## src/rtl/lsu_pkg.sv

```systemverilog
// Shared types for the data-memory load/store unit.
package lsu_pkg;

  localparam int unsigned LSU_DW = 32;
  localparam int unsigned LSU_AW = 32;

  typedef enum logic [1:0] {
    BYTE    = 2'd0,
    HALF    = 2'd1,
    WORD    = 2'd2,
    ILLEGAL = 2'd3
  } lsu_size_e;

  typedef enum logic [1:0] {
    IDLE  = 2'd0,
    REQ   = 2'd1,
    RDATA = 2'd2,
    RESP  = 2'd3
  } lsu_state_e;

  typedef struct packed {
    logic              we;
    lsu_size_e         size;
    logic              is_unsigned;
    logic [LSU_AW-1:0] addr;
    logic [LSU_DW-1:0] wdata;
    logic [4:0]        rd;
  } lsu_req_t;

  typedef struct packed {
    logic              valid;
    logic [LSU_DW-1:0] data;
    logic [4:0]        rd;
    logic              err;
  } lsu_rsp_t;

  // Completion record; error responses always carry zero data.
  function automatic lsu_rsp_t mk_rsp(input logic [LSU_DW-1:0] data,
                                      input logic [4:0]        rd,
                                      input logic              err);
    lsu_rsp_t r;
    r.valid = 1'b1;
    r.data  = err ? '0 : data;
    r.rd    = rd;
    r.err   = err;
    return r;
  endfunction

endpackage

```

## src/rtl/dmem_lsu_align.sv

```systemverilog
// Byte-lane logic: alignment checks, byte enables, store replication and
// load extraction with sign/zero extension.
module lsu_align
  import lsu_pkg::*;
(
  // store / decode side (incoming request)
  input  lsu_size_e          i_size,
  input  logic [1:0]         i_off,
  input  logic [LSU_DW-1:0]  i_wdata,
  output logic               o_illegal,
  output logic               o_misaligned,
  output logic [3:0]         o_be,
  output logic [LSU_DW-1:0]  o_wdata,
  // load side (registered request)
  input  lsu_size_e          i_ld_size,
  input  logic [1:0]         i_ld_off,
  input  logic               i_ld_unsigned,
  input  logic [LSU_DW-1:0]  i_rdata,
  output logic [LSU_DW-1:0]  o_ld_data
);

  logic [LSU_DW-1:0] w_shift;

  // Decode size/offset into error flags, lane enables and replicated data.
  always_comb begin
    o_illegal    = 1'b0;
    o_misaligned = 1'b0;
    o_be         = '0;
    o_wdata      = i_wdata;
    case (i_size)
      BYTE: begin
        o_be    = 4'b0001 << i_off;
        o_wdata = {4{i_wdata[7:0]}};
      end
      HALF: begin
        o_misaligned = i_off[0];
        o_be         = 4'b0011 << i_off;
        o_wdata      = {2{i_wdata[15:0]}};
      end
      WORD: begin
        o_misaligned = (i_off != 2'b00);
        o_be         = 4'b1111;
      end
      default: o_illegal = 1'b1;
    endcase
  end

  assign w_shift = i_rdata >> {i_ld_off, 3'b000};

  // Pick the addressed lanes out of the read word and extend to full width.
  always_comb begin
    o_ld_data = '0;
    case (i_ld_size)
      BYTE:    o_ld_data = i_ld_unsigned ? {24'h0, w_shift[7:0]}
                                         : {{24{w_shift[7]}}, w_shift[7:0]};
      HALF:    o_ld_data = i_ld_unsigned ? {16'h0, w_shift[15:0]}
                                         : {{16{w_shift[15]}}, w_shift[15:0]};
      WORD:    o_ld_data = i_rdata;
      default: o_ld_data = '0;
    endcase
  end

endmodule

```

## src/rtl/dmem_lsu.sv

```systemverilog
// Load/store unit: accepts one pipeline access at a time, issues a single
// word-aligned bus transfer, and returns a one-cycle response.
module dmem_lsu
  import lsu_pkg::*;
#(
  parameter int unsigned DATA_WIDTH     = 32,
  parameter int unsigned ADDR_WIDTH     = 32,
  parameter int unsigned TIMEOUT_CYCLES = 255
) (
  input  logic                  clk,
  input  logic                  rst,
  input  logic                  req_valid,
  input  logic                  req_we,
  input  logic [1:0]            req_size,
  input  logic                  req_unsigned,
  input  logic [ADDR_WIDTH-1:0] req_addr,
  input  logic [DATA_WIDTH-1:0] req_wdata,
  input  logic [4:0]            req_rd,
  output logic                  stall_o,
  output logic                  rsp_valid,
  output logic [DATA_WIDTH-1:0] rsp_data,
  output logic [4:0]            rsp_rd,
  output logic                  rsp_err,
  output logic                  bus_req,
  output logic                  bus_we,
  output logic [ADDR_WIDTH-1:0] bus_addr,
  output logic [3:0]            bus_be,
  output logic [DATA_WIDTH-1:0] bus_wdata,
  input  logic                  bus_gnt,
  input  logic                  bus_rvalid,
  input  logic [DATA_WIDTH-1:0] bus_rdata
);

  localparam int unsigned     CNT_W    = $clog2(TIMEOUT_CYCLES + 1);
  localparam logic [CNT_W-1:0] CNT_LAST = CNT_W'(TIMEOUT_CYCLES - 1);

  lsu_state_e            r_state;
  logic [CNT_W-1:0]      r_cnt;
  logic                  r_we;
  lsu_size_e             r_size;
  logic                  r_unsigned;
  logic [1:0]            r_off;
  logic [4:0]            r_rd;
  lsu_rsp_t              r_rsp;
  logic                  r_bus_req;
  logic                  r_bus_we;
  logic [ADDR_WIDTH-1:0] r_bus_addr;
  logic [3:0]            r_bus_be;
  logic [DATA_WIDTH-1:0] r_bus_wdata;

  lsu_req_t              w_req;
  logic                  w_illegal;
  logic                  w_misaligned;
  logic [3:0]            w_be;
  logic [LSU_DW-1:0]     w_wdata;
  logic [LSU_DW-1:0]     w_ld_data;

  // Pack the incoming pipeline request.
  always_comb begin
    w_req.we          = req_we;
    w_req.size        = lsu_size_e'(req_size);
    w_req.is_unsigned = req_unsigned;
    w_req.addr        = LSU_AW'(req_addr);
    w_req.wdata       = LSU_DW'(req_wdata);
    w_req.rd          = req_rd;
  end

  lsu_align u_align (
    .i_size        (w_req.size),
    .i_off         (w_req.addr[1:0]),
    .i_wdata       (w_req.wdata),
    .o_illegal     (w_illegal),
    .o_misaligned  (w_misaligned),
    .o_be          (w_be),
    .o_wdata       (w_wdata),
    .i_ld_size     (r_size),
    .i_ld_off      (r_off),
    .i_ld_unsigned (r_unsigned),
    .i_rdata       (LSU_DW'(bus_rdata)),
    .o_ld_data     (w_ld_data)
  );

  // Access FSM with timeout counter; all bus and response outputs registered.
  always_ff @(posedge clk) begin
    if (rst) begin
      r_state     <= IDLE;
      r_cnt       <= '0;
      r_we        <= 1'b0;
      r_size      <= BYTE;
      r_unsigned  <= 1'b0;
      r_off       <= '0;
      r_rd        <= '0;
      r_rsp       <= '0;
      r_bus_req   <= 1'b0;
      r_bus_we    <= 1'b0;
      r_bus_addr  <= '0;
      r_bus_be    <= '0;
      r_bus_wdata <= '0;
    end else begin
      r_rsp.valid <= 1'b0;
      case (r_state)
        IDLE: begin
          if (req_valid) begin
            r_we       <= w_req.we;
            r_size     <= w_req.size;
            r_unsigned <= w_req.is_unsigned;
            r_off      <= w_req.addr[1:0];
            r_rd       <= w_req.rd;
            if (w_illegal || w_misaligned) begin
              r_rsp   <= mk_rsp('0, w_req.rd, 1'b1);
              r_state <= RESP;
            end else begin
              r_cnt       <= '0;
              r_bus_req   <= 1'b1;
              r_bus_we    <= w_req.we;
              r_bus_addr  <= ADDR_WIDTH'({w_req.addr[LSU_AW-1:2], 2'b00});
              r_bus_be    <= w_be;
              r_bus_wdata <= DATA_WIDTH'(w_wdata);
              r_state     <= REQ;
            end
          end
        end
        REQ: begin
          // grant is checked first so it wins over a same-cycle timeout
          if (bus_gnt) begin
            r_bus_req <= 1'b0;
            r_cnt     <= '0;
            if (r_we) begin
              r_rsp   <= mk_rsp('0, r_rd, 1'b0);
              r_state <= RESP;
            end else begin
              r_state <= RDATA;
            end
          end else if (r_cnt == CNT_LAST) begin
            r_bus_req <= 1'b0;
            r_rsp     <= mk_rsp('0, r_rd, 1'b1);
            r_state   <= RESP;
          end else begin
            r_cnt <= r_cnt + 1'b1;
          end
        end
        RDATA: begin
          if (bus_rvalid) begin
            r_rsp   <= mk_rsp(w_ld_data, r_rd, 1'b0);
            r_state <= RESP;
          end else if (r_cnt == CNT_LAST) begin
            r_rsp   <= mk_rsp('0, r_rd, 1'b1);
            r_state <= RESP;
          end else begin
            r_cnt <= r_cnt + 1'b1;
          end
        end
        RESP: r_state <= IDLE;
        default: r_state <= IDLE;
      endcase
    end
  end

  assign stall_o   = req_valid & (r_state != RESP);
  assign rsp_valid = r_rsp.valid;
  assign rsp_data  = DATA_WIDTH'(r_rsp.data);
  assign rsp_rd    = r_rsp.rd;
  assign rsp_err   = r_rsp.err;
  assign bus_req   = r_bus_req;
  assign bus_we    = r_bus_we;
  assign bus_addr  = r_bus_addr;
  assign bus_be    = r_bus_be;
  assign bus_wdata = r_bus_wdata;

endmodule

```

## config.mk

```make
export PLATFORM = sky130hd
export DESIGN_NAME = dmem_lsu
export DESIGN_NICKNAME = d
export VERILOG_FILES = /design/src/rtl/lsu_pkg.sv /design/src/rtl/dmem_lsu_align.sv /design/src/rtl/dmem_lsu.sv
export SDC_FILE = /design/constraint.sdc
export NUM_CORES = 1
export LEC_CHECK = 0
export ABC_AREA = 1
export BUFFER_PORTS_ARGS = -buffer_cell sky130_fd_sc_hd__buf_2
export CORE_MARGIN = 2
export CORE_UTILIZATION = 50
export DETAILED_ROUTE_END_ITERATION = 12
export MAX_ROUTING_LAYER = met4
export PLACE_DENSITY_LB_ADDON = 0.25
export SYNTH_ARGS = -nofsm -noshare
export SYNTH_HDL_FRONTEND = slang
export SYNTH_SLANG_ARGS = --single-unit
```

## constraint.sdc

```tcl
create_clock -name clk -period 3.9 [get_ports clk]
set_clock_uncertainty 0.1 [all_clocks]
set_input_delay 0.975 -clock clk [delete_from_list [all_inputs] [get_ports clk]]
set_output_delay 0.975 -clock clk [all_outputs]
set_load 0.05 [all_outputs]
```

# == Yosys cells after proc, flatten, opt, wreduce, memory -nomap -nowiden ==
# Index checks and enable logic that the tools add are counted.
# word_totals
register_bits,128
inputBits,110
elab_cells,82
# op_classes
addsub,1
reduce_logical,13
bitwise_logic,2
shifts,3
n_eq_ne,15
mux,32
# ops
op,n
two-way mux 39 bit,6
one-hot mux 39 bit (3 select lines),1
one-hot mux 32 bit (3 select lines),1
two-way mux 32 bit,2
one-hot mux 32 bit (2 select lines),1
two-way mux 8 bit,5
>> shifter 32 x 5 -> 16 bit,1
one-hot mux 8 bit (3 select lines),1
one-hot mux 4 bit (3 select lines),1
AND reduction 4 bit,3
two-way mux 2 bit,5
inequality test 2 bit (second input constant),5
adder 8 x 1 -> 8 bit (second input constant),1
equality test 2 bit (second input constant),4
equality test 8 bit (second input constant),1
one-hot mux 2 bit (4 select lines),1
equality test 2 x 1 -> 1 bit (second input constant),3
zero test 2 bit,3
two-way mux 1 bit,6
inequality test 3 bit (second input constant),2
one-hot mux 1 bit (2 select lines),2
nonzero test 2 bit,2
left shift 1 x 2 -> 4 bit (first input constant),1
left shift 2 x 2 -> 4 bit (first input constant),1
7 further kinds,7

# == Depth between registers and ports, before layout ==
# depth
word_depth,7
ltp_mapped,13
depth_no_buf,12

# == By module ==
# A second synthesis with hierarchy kept.
# hier_totals
hier_cells,1095
area_unflattened_um2,7118.1
# modules_own_cells
module,seq_area_each_um2,instances,area_each_um2,cells_per_inst
dmem_lsu,2562.5,1,5615.4,765
lsu_align,0.0,1,1502.7,330

# == Worst setup path after synthesis ==
# Ideal clock, no wire load.
# synth_path
kind,input-to-output
from,in req_valid
to,out stall_o
path_stages,2
setup_slack_ps,1176
arrival_time_ps,1649
cell_sequence,inv_2 > nor2_1
# synth_between
elab_chain_len,1
# synth_lines
item,line_no,rtl
start: declaration,dmem_lsu.sv:12,"input logic req_valid,"
bitwise AND 1 bit,dmem_lsu.sv:159,assign stall_o = req_valid & (r_state != RESP);
end: declaration,dmem_lsu.sv:19,"output logic stall_o,"
# No other way between the ends.

# == Final worst setup path ==
# layout_path
from,in req_size[1]
to,"reg r_bus_wdata[16], in the netlist bus_wdata[16]"
# layout_between
elab_chain_len,6
elab_cells_between_ends,10
# layout_lines
item,line_no,rtl
start: declaration,dmem_lsu.sv:14,"input logic [1:0] req_size,"
equality test 2 bit (tied with other cells),dmem_lsu_align.sv:30,case (i_size)
OR reduction 3 bit (no line),-,
two-way mux 1 bit,dmem_lsu_align.sv:30,
logical OR 1 bit,dmem_lsu.sv:109,if (w_illegal || w_misaligned) begin
inverter 1 bit (no line),-,
AND reduction 3 bit (no line),-,
end signal: assignment,dmem_lsu.sv:118,r_bus_wdata <= DATA_WIDTH'(w_wdata);
end: declaration,dmem_lsu.sv:49,logic [DATA_WIDTH-1:0] r_bus_wdata;
# Parallel ways exist; a longest one is shown, timed or not.
# A chain may end at the register's enable or synchronous reset.

==> metrics.txt <==
status completed; Detailed Route WL about 18,000 um; max cap viols 0; CTS Buf Count 17; worst hold path class reg -> reg; Row Count 40; #FFs+latches synth approximately 130; Post-CTS Resized 0; Ys Warns 0; area fraction of the dominant cell type after synthesis 41.0%; CTS clock-pin slew for the worst setup and hold paths 0.06 ns; Crit Path Class in -> reg; Crit. End Element flip-flop; top cell family by delay on the critical path buffers and inverters; f_max around 370 MHz; CP Launch Type primary input; Initial DRC Count 573; worst slew pin tran 1.08 ns; Fin Setup TNS 0 ns; Async S/R FF share, synth 0%; global-route wire length before repair 28,100 um; CP max FO 55; Cell Pwr Density 532 nW/um^2; vias after detailed routing approximately 6,600; largest net degree at the start of global routing 89; Worst path max stage delay about 0.34 ns; Placement Setup Slack 0.829 ns; GRT Total Usage 27.3%; Die Span Y 116 um; Static Leakage around 0.0037 uW; arrival time worst endpoint just under 3 ns; Final period util 69.0%; Num Clock Sinks 128; clk_lat worst skew roughly 0.42 ns; Bufs and invs on worst path 4; Core Area 12,100 sq um; Slew headroom 28.1%; EDFF count, synth 0; commonest non-fill, non-tap cell in the layout nand2_1; worst path cell trace buf_2, inv_1, ha_1, nand3_2, nand4_4, inv_2, buf_12, o21ai_0, a31oi_1; CTS Buffer Depth 2; drt wl/cell approximately 14 um; num ports 220; minimum clock period ~2.7 ns; number of global-route vias before repair 5,862; Hold Buf Count CTS 0; H-tree Lvls 4; CTS tree done; Hold Fails Final Rpt 0; RSZ-0062 raised after global routing no; Seq/Total Area, Yosys 41.0%; Worst path slowest cell inv_2; postcts setup bufs 0; CTS root buffer clkbuf_16; fill cell count approximately 1,200; total grt overflow 0; Mapped Area between 6000 and 7000 sq um; Port Buf Inserts 217; Final nets 1,214; maximum vdd drop 0.425 mV; synthesis-to-layout area growth 25.4%; Synth Flop Type dfxtp_1; hpwl dp 12,700 um; Yosys top cell by area dfxtp_1; final setup margin 1.21 ns; synth top area cells dfxtp_1 41%, nand2_1 16%, a21oi_1 12%; Antenna Nets Post-Route 0; RePlAce Congestion 0.948; Setup violations, final 0; Pins Over Slew Limit 0; DRC viols 0; drt via density 5.20; Data required, critical path between 4 and 5 ns; die width between 100 and 150 um; Syn Inst Count between 900 and 1,000; post-synthesis area per instance 6.90 sq um; share of cells above drive strength 1 25.1%; library cells used by synthesis 35; total iterations of the first detailed-routing run 7; Initial Util 51.6%; most frequent cells in the layout 258 x nand2_1, 217 x buf_2, 146 x a21oi_1; Die ar. between 10,000 and 15,000 sq um; initial antenna violation count 1
==> cell families (layout without fill, tap and decap cells) <==
logic type               Yosys count  in the layout  share of synthesized area [%]
AND/OR/NAND/NOR                  359            359                           24.3
AO/OA/AOI/OAI                    266            266                           22.1
buffers and inverters            136            331                           9.61
flip-flops                       128            128                           41.0
adder cells (fa/ha/maj)           11             11                           2.20
XOR/XNOR                           5              5                          0.701
other                              1              3                         0.0600
==> power by group <==
part           internal (uW)  leakage (uW)  switching, uW
Sequential              1430       0.00104           88.9
Combinational            324       0.00243            901
Clock                    875      0.000261            549
==> layout make-up <==
type | instances | area [sq um] | share of cell area [%]
Antenna cell | 1 | 2.50 | 0.0319
Clock buffer | 22 | 494 | 6.31
Clock inverter | 6 | 35.0 | 0.447
Inverter | 81 | 307 | 3.91
Multi-Input combinational cell | 643 | 3090 | 39.4
Sequential cell | 128 | 2560 | 32.7
Tap cell | 168 | 210 | 2.68
Timing Repair Buffer | 222 | 1140 | 14.5
==> flip-flops by register name, indices dropped and copies added (netlist names) <==
register    count
r_size          2
bus_we          1
rsp_valid       1
bus_addr       30
r_off           2
r_state         2
r_we            1
rsp_rd          5
bus_be          4
r_rd            5
rsp_data       32
r_cnt           8
rsp_err         1
r_unsigned      1
bus_req         1
bus_wdata      32
==> worst min-delay path, cell delays in order, from the launching register on <==
cell	delay [ns]
dfxtp_1	0.30
nand2_1	0.06
a21oi_1	0.05
==> metal layers <==
layer	global-route usage, %	vias to the layer above	part of all wire (%)
met2	43.2	268	48
li1	-	3331	-
met3	5.75	31	7.6
met4	9.52	0	2.1
met1	34.9	2979	43
met5	-	-	0
==> cell usage after synthesis (4+ instances only) <==
cell        n
clkbuf_1   28
inv_2      10
nand3_1    45
buf_4       9
o21ai_1    10
o21ai_0    86
buf_6       5
nor2_1     38
ha_1       11
nand2_1   258
dfxtp_1   128
a21oi_1   146
buf_2      13
a31oi_1    18
inv_1      69
xor2_1      4
==> final timing paths <==
kind,start,to,slack (ns),depth (start not counted)
hold reg to reg,rsp_data[8],rsp_data[8],0.36,2
setup / recovery,req_size[1],bus_wdata[16],1.21,9
setup reg to reg,r_off[0],rsp_data[23],1.40,10
hold / removal,rsp_data[8],rsp_data[8],0.36,2
==> through the flow <==
stage / utilization, % / total power [uW] / cells / hold WS, ns / instance area [sq um]
floorplan: - / 2490 / 907 / 0.345 / 6250
global placement: 60.3 / 2750 / 1242 / 0.346 / 7300
detailed placement: 60.3 / 2760 / 1242 / 0.349 / 7300
CTS: 64.7 / 4190 / 1270 / 0.358 / 7830
global route: 64.7 / 4370 / 1271 / 0.373 / 7840
finish: 64.7 / 4170 / 1271 / 0.356 / 7840
Power figures use the tool's default switching activity.
